**src/rtl/max_pool_2x2.sv**
```systemverilog
// max_pool_2x2: streaming 2x2 / stride-2 max-pool over six signed channels.
// Pixels arrive in raster order, one per in_valid beat, with no backpressure.
// Even-column pixels are held. On even rows the horizontal pair maximum goes
// into a line buffer. On odd rows it is combined with the stored pair maximum
// to produce one pooled pixel and its linear output address.
module max_pool_2x2 #(
    parameter int ROW_W  = 24,
    parameter int COL_H  = 24,
    parameter int DATA_W = 16,
    parameter int ADDR_W = 8
) (
    input  logic                     clk,
    input  logic                     reset_n,
    input  logic                     start,
    input  logic                     in_valid,
    input  logic signed [DATA_W-1:0] in_0,
    input  logic signed [DATA_W-1:0] in_1,
    input  logic signed [DATA_W-1:0] in_2,
    input  logic signed [DATA_W-1:0] in_3,
    input  logic signed [DATA_W-1:0] in_4,
    input  logic signed [DATA_W-1:0] in_5,
    output logic                     out_valid,
    output logic signed [DATA_W-1:0] out_0,
    output logic signed [DATA_W-1:0] out_1,
    output logic signed [DATA_W-1:0] out_2,
    output logic signed [DATA_W-1:0] out_3,
    output logic signed [DATA_W-1:0] out_4,
    output logic signed [DATA_W-1:0] out_5,
    output logic [ADDR_W-1:0]        out_addr,
    output logic                     busy,
    output logic                     frame_done
);

    localparam int N_CH   = 6;
    localparam int HALF_W = ROW_W / 2;
    localparam int COL_CW = (ROW_W > 2) ? $clog2(ROW_W) : 1;
    localparam int ROW_CW = (COL_H > 2) ? $clog2(COL_H) : 1;
    localparam int LB_AW  = (HALF_W > 1) ? $clog2(HALF_W) : 1;

    localparam logic [COL_CW-1:0] COL_LAST = COL_CW'(ROW_W - 1);
    localparam logic [ROW_CW-1:0] ROW_LAST = ROW_CW'(COL_H - 1);

    typedef enum logic [1:0] {
        S_IDLE = 2'd0,
        S_RUN  = 2'd1,
        S_DONE = 2'd2
    } state_t;

    state_t              state_q, state_d;
    logic [COL_CW-1:0]   col_q, col_d;
    logic [ROW_CW-1:0]   row_q, row_d;
    logic                out_valid_q;
    logic [ADDR_W-1:0]   out_addr_q;

    logic                accept;
    logic                pool_fire;
    logic [LB_AW-1:0]    lb_idx;
    logic [ADDR_W-1:0]   addr_calc;

    logic signed [DATA_W-1:0] in_w  [N_CH];
    logic signed [DATA_W-1:0] out_w [N_CH];

    // Signed maximum; on a tie both operands are equal so either is fine.
    function automatic logic signed [DATA_W-1:0] smax(
        input logic signed [DATA_W-1:0] a,
        input logic signed [DATA_W-1:0] b
    );
        return (a > b) ? a : b;
    endfunction

    assign in_w[0] = in_0;
    assign in_w[1] = in_1;
    assign in_w[2] = in_2;
    assign in_w[3] = in_3;
    assign in_w[4] = in_4;
    assign in_w[5] = in_5;

    // Beats are only consumed in RUN; IDLE and DONE ignore in_valid.
    assign accept    = (state_q == S_RUN) && in_valid;
    // Odd column of an odd row closes a 2x2 window.
    assign pool_fire = accept && col_q[0] && row_q[0];
    assign lb_idx    = LB_AW'(col_q >> 1);
    assign addr_calc = ADDR_W'(row_q >> 1) * ADDR_W'(HALF_W) + ADDR_W'(col_q >> 1);

    // State and raster counters register.
    always_ff @(posedge clk or negedge reset_n) begin
        if (!reset_n) begin
            state_q <= S_IDLE;
            col_q   <= '0;
            row_q   <= '0;
        end else begin
            state_q <= state_d;
            col_q   <= col_d;
            row_q   <= row_d;
        end
    end

    // Next-state and raster counter logic; the last beat of a frame goes to DONE.
    always_comb begin
        state_d = state_q;
        col_d   = col_q;
        row_d   = row_q;
        case (state_q)
            S_IDLE: begin
                if (start) begin
                    state_d = S_RUN;
                    col_d   = '0;
                    row_d   = '0;
                end
            end
            S_RUN: begin
                if (in_valid) begin
                    if (col_q == COL_LAST) begin
                        col_d = '0;
                        if (row_q == ROW_LAST) begin
                            row_d   = '0;
                            state_d = S_DONE;
                        end else begin
                            row_d = row_q + ROW_CW'(1);
                        end
                    end else begin
                        col_d = col_q + COL_CW'(1);
                    end
                end
            end
            S_DONE: begin
                state_d = S_IDLE;
            end
            default: begin
                state_d = S_IDLE;
            end
        endcase
    end

    // Output strobe is a single-cycle pulse; the address holds until the next window.
    always_ff @(posedge clk or negedge reset_n) begin
        if (!reset_n) begin
            out_valid_q <= 1'b0;
            out_addr_q  <= '0;
        end else begin
            out_valid_q <= pool_fire;
            if (pool_fire) begin
                out_addr_q <= addr_calc;
            end
        end
    end

    genvar gi;
    generate
        for (gi = 0; gi < N_CH; gi++) begin : g_ch
            logic signed [DATA_W-1:0] hold_q;
            logic signed [DATA_W-1:0] out_q;
            logic signed [DATA_W-1:0] lb_q [HALF_W];
            logic signed [DATA_W-1:0] pair_max;

            assign pair_max = smax(hold_q, in_w[gi]);

            // Per-channel hold, line buffer and pooled result registers.
            always_ff @(posedge clk or negedge reset_n) begin
                if (!reset_n) begin
                    hold_q <= '0;
                    out_q  <= '0;
                    for (int i = 0; i < HALF_W; i++) begin
                        lb_q[i] <= '0;
                    end
                end else if (accept) begin
                    if (!col_q[0]) begin
                        hold_q <= in_w[gi];
                    end else if (!row_q[0]) begin
                        lb_q[lb_idx] <= pair_max;
                    end else begin
                        out_q <= smax(lb_q[lb_idx], pair_max);
                    end
                end
            end

            assign out_w[gi] = out_q;
        end
    endgenerate

    assign out_0      = out_w[0];
    assign out_1      = out_w[1];
    assign out_2      = out_w[2];
    assign out_3      = out_w[3];
    assign out_4      = out_w[4];
    assign out_5      = out_w[5];
    assign out_valid  = out_valid_q;
    assign out_addr   = out_addr_q;
    assign busy       = (state_q == S_RUN);
    assign frame_done = (state_q == S_DONE);

endmodule

```
**config.mk**
```make
export PLATFORM = sky130hd
export DESIGN_NAME = max_pool_2x2
export DESIGN_NICKNAME = d
export VERILOG_FILES = /design/src/rtl/max_pool_2x2.sv
export SDC_FILE = /design/constraint.sdc
export NUM_CORES = 2
export LEC_CHECK = 0
export ABC_AREA = 1
export BUFFER_PORTS_ARGS = -buffer_cell sky130_fd_sc_hd__buf_2
export CAP_MARGIN = 20
export CELL_PAD_IN_SITES_DETAIL_PLACEMENT = 1
export CELL_PAD_IN_SITES_GLOBAL_PLACEMENT = 1
export CORE_MARGIN = 3
export CORE_UTILIZATION = 49
export CTS_CLUSTER_SIZE = 12
export DETAILED_ROUTE_END_ITERATION = 8
export GPL_ROUTABILITY_DRIVEN = 0
export PLACE_DENSITY = 0.83
export SYNTH_ARGS = -nofsm -noshare
export SYNTH_HDL_FRONTEND = slang
export SYNTH_SLANG_ARGS = --single-unit
export TNS_END_PERCENT = 10
```
**constraint.sdc**
```tcl
create_clock -name clk -period 8.2 [get_ports clk]
set_input_delay 1.64 -clock clk [delete_from_list [all_inputs] [get_ports clk]]
set_output_delay 1.64 -clock clk [all_outputs]
set_load 0.01 [all_outputs]
```
After elaboration in Yosys (flattened, before gate mapping)
Cells that the tools add are included.
Word-level totals
  bits in registers: 1365
  latch bits: 0
  RAM bits: 0
  memory bits (read-only): 0
  bits of input ports: 100
  output and inout bits: 107
  word-level logic and storage cells: 181
  memories kept: 0
Cells by class
  add/sub/neg operators: 3
  multiply operators: 1
  divide/modulo/power cells: 0
  order comparisons: 14
  equality and inequality tests: 8
  shift-type cells: 0
  multiplexer cells: 51
  bitwise gates (word level): 3
  reduce and logical (&&, ||, !) cells: 12
Operators by type and width (count)
  192-bit bitwise mux: 6
  16-bit 2-to-1 mux: 25
  16-bit binary-select mux with 4-bit select: 6
  16-bit greater-than comparator: 12
  16-bit demux with 4-bit select: 1
  5-bit 2-to-1 mux: 6
  5-bit one-hot mux with 2 select lines: 2
  5-bit by 1-bit adder with 5-bit output (second input constant): 2
  5-bit equality test (second input constant): 2
  3-bit AND reduction: 3
  8-bit by 4-bit adder with 8-bit output: 1
  2-bit 2-to-1 mux: 4
  4-bit AND reduction: 2
  4-bit by 2-bit multiplier with 6-bit output (second input constant): 1
  5-bit >= comparator (second input constant): 1
  5-bit by 1-bit < comparator with 1-bit output (second input constant): 1
  4-bit NOT with 5-bit output: 1
  1-bit logical AND: 4
  2-bit by 1-bit != test with 1-bit output (second input constant): 2
  2-bit != test (second input constant): 2
  2-bit one-hot mux with 2 select lines: 1
  2-bit by 1-bit equality test with 1-bit output (second input constant): 1
  2-bit equality test (second input constant): 1
  2-bit logical NOT: 1
  3 further kinds: 4

Logic depth before layout (Yosys ltp)
  word-level depth: 6
  depth in mapped cells: 33

Worst setup path after synthesis
No wires, ideal clock.
  path kind: input to register
  start point: input port in_0[13]
  end point: register g_ch[0].out_q[10] (netlist: out_0[10])
  setup time: 0.116 ns
  arrival: 4.856 ns
  data required time: 8.084 ns
  path slack: 3.227 ns
  stages on the path: 25
  buffers on the path: 3
  path through: inv_1 ha_1 nand2_1 inv_1 o21ai_0 nand2_1 nor2_1 nand2_1 nand2_1 clkbuf_1 nand4_1 nand2_1 clkbuf_1 ha_1 nand2_1 inv_1 o21ai_0 nand2_1 nor2_1 nand3_1 nand3_1 clkbuf_1 nand3_1 nand2_1 nand2_1
Between the ends
  longest elaborated chain between the ends: 4
Ends and longest elaborated chain
  start: declaration: RTL line 16  | input logic signed [DATA_W-1:0] in_0,
  16-bit greater-than comparator: RTL line 68  | return (a > b) ? a : b;
  16-bit 2-to-1 mux (*): RTL line 68
  16-bit greater-than comparator: RTL line 68
  16-bit 2-to-1 mux (*): RTL line 68
  end signal: assignment: RTL line 172  | out_q <= smax(lb_q[lb_idx], pair_max);
  end: declaration: RTL line 152  | logic signed [DATA_W-1:0] out_q;
Every way passes the cells marked *; elsewhere a longest branch is shown, timed or not.
A chain may end at the register's enable or synchronous reset.

Final worst setup path
  start point: input port in_5[15]
  end point: register g_ch[5].out_q[8] (netlist: out_5[8])
Between the ends
  longest elaborated chain between the ends: 4
Ends and longest elaborated chain
  start: declaration: RTL line 21  | input logic signed [DATA_W-1:0] in_5,
  16-bit greater-than comparator: RTL line 68
  16-bit 2-to-1 mux (*): RTL line 68
  16-bit greater-than comparator: RTL line 68
  16-bit 2-to-1 mux (*): RTL line 68
  end signal: assignment: RTL line 172
  end: declaration: RTL line 152
Marks and branches as above.

==> impl_metrics.prom <==
# TYPE chip_impl_metric gauge
chip_impl_info{name="outcome",value="completed"} 1
chip_impl_metric{name="numCtsBuffers",unit=""} 151
chip_impl_metric{name="mappedNetlistArea",unit="um2"} 68600
chip_impl_info{name="critical_path.reg2reg.startpoint",value="col_q[2]"} 1
chip_impl_metric{name="first_iter_violations",unit=""} 4651
chip_impl_metric{name="power_frac_comb",unit="%"} 44.2
chip_impl_metric{name="timing.max_cap.violations",unit=""} 0
chip_impl_metric{name="detail_route.drc_violations",unit=""} 0
chip_impl_metric{name="count_of_nets_left_with_antenna_violations_after_detail_routing",unit=""} 0
chip_impl_metric{name="final_design_area_no_fill",unit="um2"} 74700
chip_impl_metric{name="ir_drop",unit="V"} 0.000294
chip_impl_metric{name="grt_pass1_vias",unit=""} 65950
chip_impl_metric{name="totalNegativeSetupSlack",unit="ns"} 0
chip_impl_metric{name="worst-r2r-setup-slack",unit="ns"} 2.35
chip_impl_metric{name="vias",unit=""} 61307
chip_impl_metric{name="worstPathArrival",unit="ns"} 6.87
chip_impl_metric{name="max_slew.worst_pin.slew",unit="ns"} 1.20
chip_impl_metric{name="area_delta_synth_final",unit="%"} 8.82
chip_impl_metric{name="detailedRoute.firstPassIterationCount",unit=""} 5
chip_impl_info{name="worst_r2r_endpoint",value="out_0[2]"} 1
chip_impl_metric{name="worstPathMaxFanout",unit=""} 32
chip_impl_metric{name="power.sequential.fraction",unit="%"} 34.0
chip_impl_metric{name="grt_max_degree",unit=""} 178
chip_impl_metric{name="clock-skew-final",unit="ns"} 0.0283
chip_impl_metric{name="cp.required",unit="ns"} 8.88
chip_impl_info{name="dr.max_layer_used",value="met4"} 1
chip_impl_metric{name="final_layout_size_suffix_gt1_share",unit="%"} 6.33
chip_impl_info{name="path_class",value="in -> reg"} 1
chip_impl_metric{name="pwr-share-clk",unit="%"} 21.8
chip_impl_metric{name="synthesis.yosys.warnings",unit=""} 0
chip_impl_metric{name="timing_max_transition_violations_final",unit=""} 0
chip_impl_metric{name="finalSetupViolCount",unit=""} 0
chip_impl_metric{name="antenna_found_initial",unit=""} 19
chip_impl_metric{name="htree_levels",unit=""} 4
chip_impl_metric{name="clock_transition_at_the_registers_of_the_reported_paths",unit="ns"} 0.06
chip_impl_metric{name="chipWidth",unit="um"} 380
chip_impl_metric{name="placedCellCount",unit=""} 10460
chip_impl_metric{name="hold_viol",unit=""} 0
chip_impl_info{name="timing.critical_path.from_type",value="primary input"} 1
chip_impl_metric{name="period_needed",unit="ns"} 6.19
chip_impl_metric{name="portBuffers",unit=""} 206
chip_impl_metric{name="post_synth_inst_count",unit=""} 8948
chip_impl_metric{name="synth_edf_count",unit=""} 0
chip_impl_metric{name="synth_cell_types",unit=""} 35
chip_impl_metric{name="rows",unit=""} 136
chip_impl_metric{name="wire_length_on_met1",unit="um"} 94500
chip_impl_metric{name="p_int",unit="uW"} 17100
chip_impl_metric{name="worst_r2r_path_depth",unit=""} 20
chip_impl_info{name="worst_min_delay_path_endpoint",value="out_addr[3]"} 1
chip_impl_metric{name="worstHoldPathCells",unit=""} 2
chip_impl_info{name="clock_tree_from_tritoncts",value="yes"} 1
chip_impl_info{name="clk_root_buffer_cell",value="clkbuf_16"} 1
chip_impl_metric{name="overflow",unit=""} 0
chip_impl_metric{name="p_leak",unit="uW"} 0.0388
chip_impl_metric{name="initial_core_util",unit="%"} 49.6
chip_impl_metric{name="cell_area_reported_after_detailed_placement",unit="um2"} 69600
chip_impl_metric{name="power_per_cell_area",unit="nW/um2"} 421
chip_impl_metric{name="switch_pwr",unit="uW"} 14400
chip_impl_metric{name="synthesis.nets",unit=""} 9251
chip_impl_metric{name="fmax",unit="MHz"} 161
chip_impl_metric{name="tritoncts_num_sinks",unit=""} 1365
chip_impl_metric{name="finalCoreUtilization",unit="%"} 54.0
chip_impl_info{name="layout.cells.most_common_list",value="3882 x nand2_1, 1365 x dfrtp_1, 640 x o21ai_0"} 1
chip_impl_metric{name="grt_first_pass_wirelength",unit="um"} 373000
chip_impl_metric{name="io_pins",unit=""} 207
chip_impl_metric{name="worstSkewPairLatency",unit="ns"} 0.80
chip_impl_metric{name="fillCellCount",unit=""} 17113
chip_impl_metric{name="cts.repair.resized",unit=""} 0
chip_impl_metric{name="post_cts.repair.setup_buffers",unit=""} 0
chip_impl_metric{name="route.detailed.vias_per_inst",unit=""} 5.70
chip_impl_metric{name="report.power.total",unit="uW"} 31500
chip_impl_info{name="rsz0062_at_grt",value="false"} 1
chip_impl_metric{name="cts.path.max_buffers",unit=""} 3
chip_impl_metric{name="post_detailed_routing_wire_length",unit="um"} 235000
chip_impl_info{name="mostFrequentLayoutCell",value="nand2_1"} 1
chip_impl_metric{name="synth-seq-cells",unit=""} 1365
chip_impl_metric{name="sw_share",unit="%"} 45.8
chip_impl_metric{name="die_area",unit="um2"} 145000
chip_impl_metric{name="average_size_of_a_mapped_cell",unit="um2"} 7.67
chip_impl_metric{name="length_of_routed_met2_wiring",unit="um"} 116000
chip_impl_info{name="min-delay-start",value="out_addr[3]"} 1
chip_impl_metric{name="post_drt_wl_per_cell",unit="um"} 21.9
chip_impl_metric{name="grt.total_usage",unit="%"} 32.4
chip_impl_metric{name="final.period_utilization",unit="%"} 75.5
chip_impl_metric{name="layoutNonFillerInstCount",unit=""} 10751
chip_impl_metric{name="fp.coreArea",unit="um2"} 138000
chip_impl_metric{name="place.detailed.hpwl",unit="um"} 140000
chip_impl_metric{name="maxSlewHeadroom",unit="%"} 20.1
chip_impl_metric{name="wl_met3",unit="um"} 9750
chip_impl_info{name="crit_path_end_kind",value="flop"} 1
chip_impl_info{name="yosys_most_used_dff",value="dfrtp_1"} 1
chip_impl_metric{name="number_of_nets_in_the_layout",unit=""} 9057
chip_impl_metric{name="synth_seq_area_share",unit="%"} 49.8
chip_impl_metric{name="die_h",unit="um"} 380
chip_impl_metric{name="cts_hold_repair.buffers",unit=""} 0
chip_impl_info{name="min_path_type",value="reg -> reg"} 1
chip_impl_metric{name="synth_async_sr_flop_share",unit="%"} 100
-- critical path: stages --
cell and delay (ns):
buf_2 0.19, inv_1 0.11, ha_1 0.36, a21oi_1 0.18
o21ai_0 0.11, a21oi_1 0.20, nand2_1 0.10, nand2_1 0.06
buf_4 0.28, nand3_1 0.44, buf_4 0.38, nand2_1 0.08
nand2_1 0.29, ha_1 0.47, a21oi_1 0.16, o21ai_0 0.11
a21oi_1 0.19, nand3_1 0.46, nand3_1 0.69, nand3_1 0.19
nand2_1 0.11, nand2_1 0.05
-- registers in the layout (all words and copies together), names as in the netlist --
signal,cells
g_ch.lb_q,1152
g_ch.hold_q,96
out_0,16
out_1,16
out_2,16
out_3,16
out_4,16
out_5,16
out_addr,8
col_q,5
row_q,5
state_q,2
out_valid,1
-- Yosys cell counts (all sizes together), types with 2 or more instances --
master,n,share of area [%]
xnor2,4,0.051
clkbuf,319,1.7
nand3,152,1.1
inv,500,2.7
nand4,480,4.4
o21ai,1221,8.9
nor2,383,2.2
nor3,12,0.11
dfrtp,1365,50
fa,2,0.058
xor2,3,0.038
ha,201,3.7
a21o,12,0.13
buf,312,3.0
nand2,3887,21
and2,3,0.027
a21oi,81,0.59
o22ai,4,0.036
-- kinds of logic after synthesis --
group                      count (synthesis)  share of synthesized area (%)
xor gates and xnor gates                   7                         0.0893
buffers and inverters                   1132                           7.52
and+or+nand+nor                         4920                           29.2
DFF                                     1365                           49.8
adders and majority gates                203                           3.72
AOI/OAI and AO/OA                       1321                           9.69
-- cell type report --
cell class | instances | area [um2] | share of cell area [%]
diodes | 16 | 40.0 | 0.0536
clock buffers | 229 | 4580 | 6.14
clock inverters | 42 | 375 | 0.503
inverters | 501 | 1960 | 2.63
multi-input cells | 6451 | 29300 | 39.3
flip-flops and latches | 1365 | 34200 | 45.7
well taps | 1863 | 2330 | 3.12
repair buffers | 284 | 1890 | 2.53
-- power by group through the flow --
stage	clock, uW	combinational, uW	sequential [uW]
finish	6860	13900	10700
global placement	0	13100	10600
CTS	6950	13900	10700
global route	7240	15500	11000
floorplan	0	9280	10400
detailed placement	0	13700	10700
-- per-stage QoR --
step                setup WS (ns)  hold slack (ns)
global placement             1.56            0.454
CTS                          2.13            0.474
detailed placement           1.30            0.458
finish                       2.01            0.471
global route                 1.52            0.500
floorplan                    3.23            0.449
-- worst max path at each step --
| stage | from | to | slack [ns] | cells past startpoint |
|---|---|---|---|---|
| after detailed placement | in_5[15] | out_5[15] | 1.30 | 22 |
| after global routing | in_0[15] | out_0[4] | 1.52 | 25 |
| after floorplan | in_0[13] | out_0[10] | 3.23 | 25 |
| after CTS | in_5[15] | out_5[5] | 2.13 | 21 |
| after global placement | in_5[15] | out_5[9] | 1.56 | 27 |
| final | in_5[15] | out_5[8] | 2.01 | 22 |
-- metal layers --
| metal | GRT usage (%) | vias up |
|---|---|---|
| met5 | 0 | - |
| met4 | 18.5 | 0 |
| met3 | 4.08 | 575 |
| met2 | 56.4 | 1505 |
| met1 | 38.9 | 30908 |
| li1 | - | 28319 |
(Power assumes the default switching activity.)
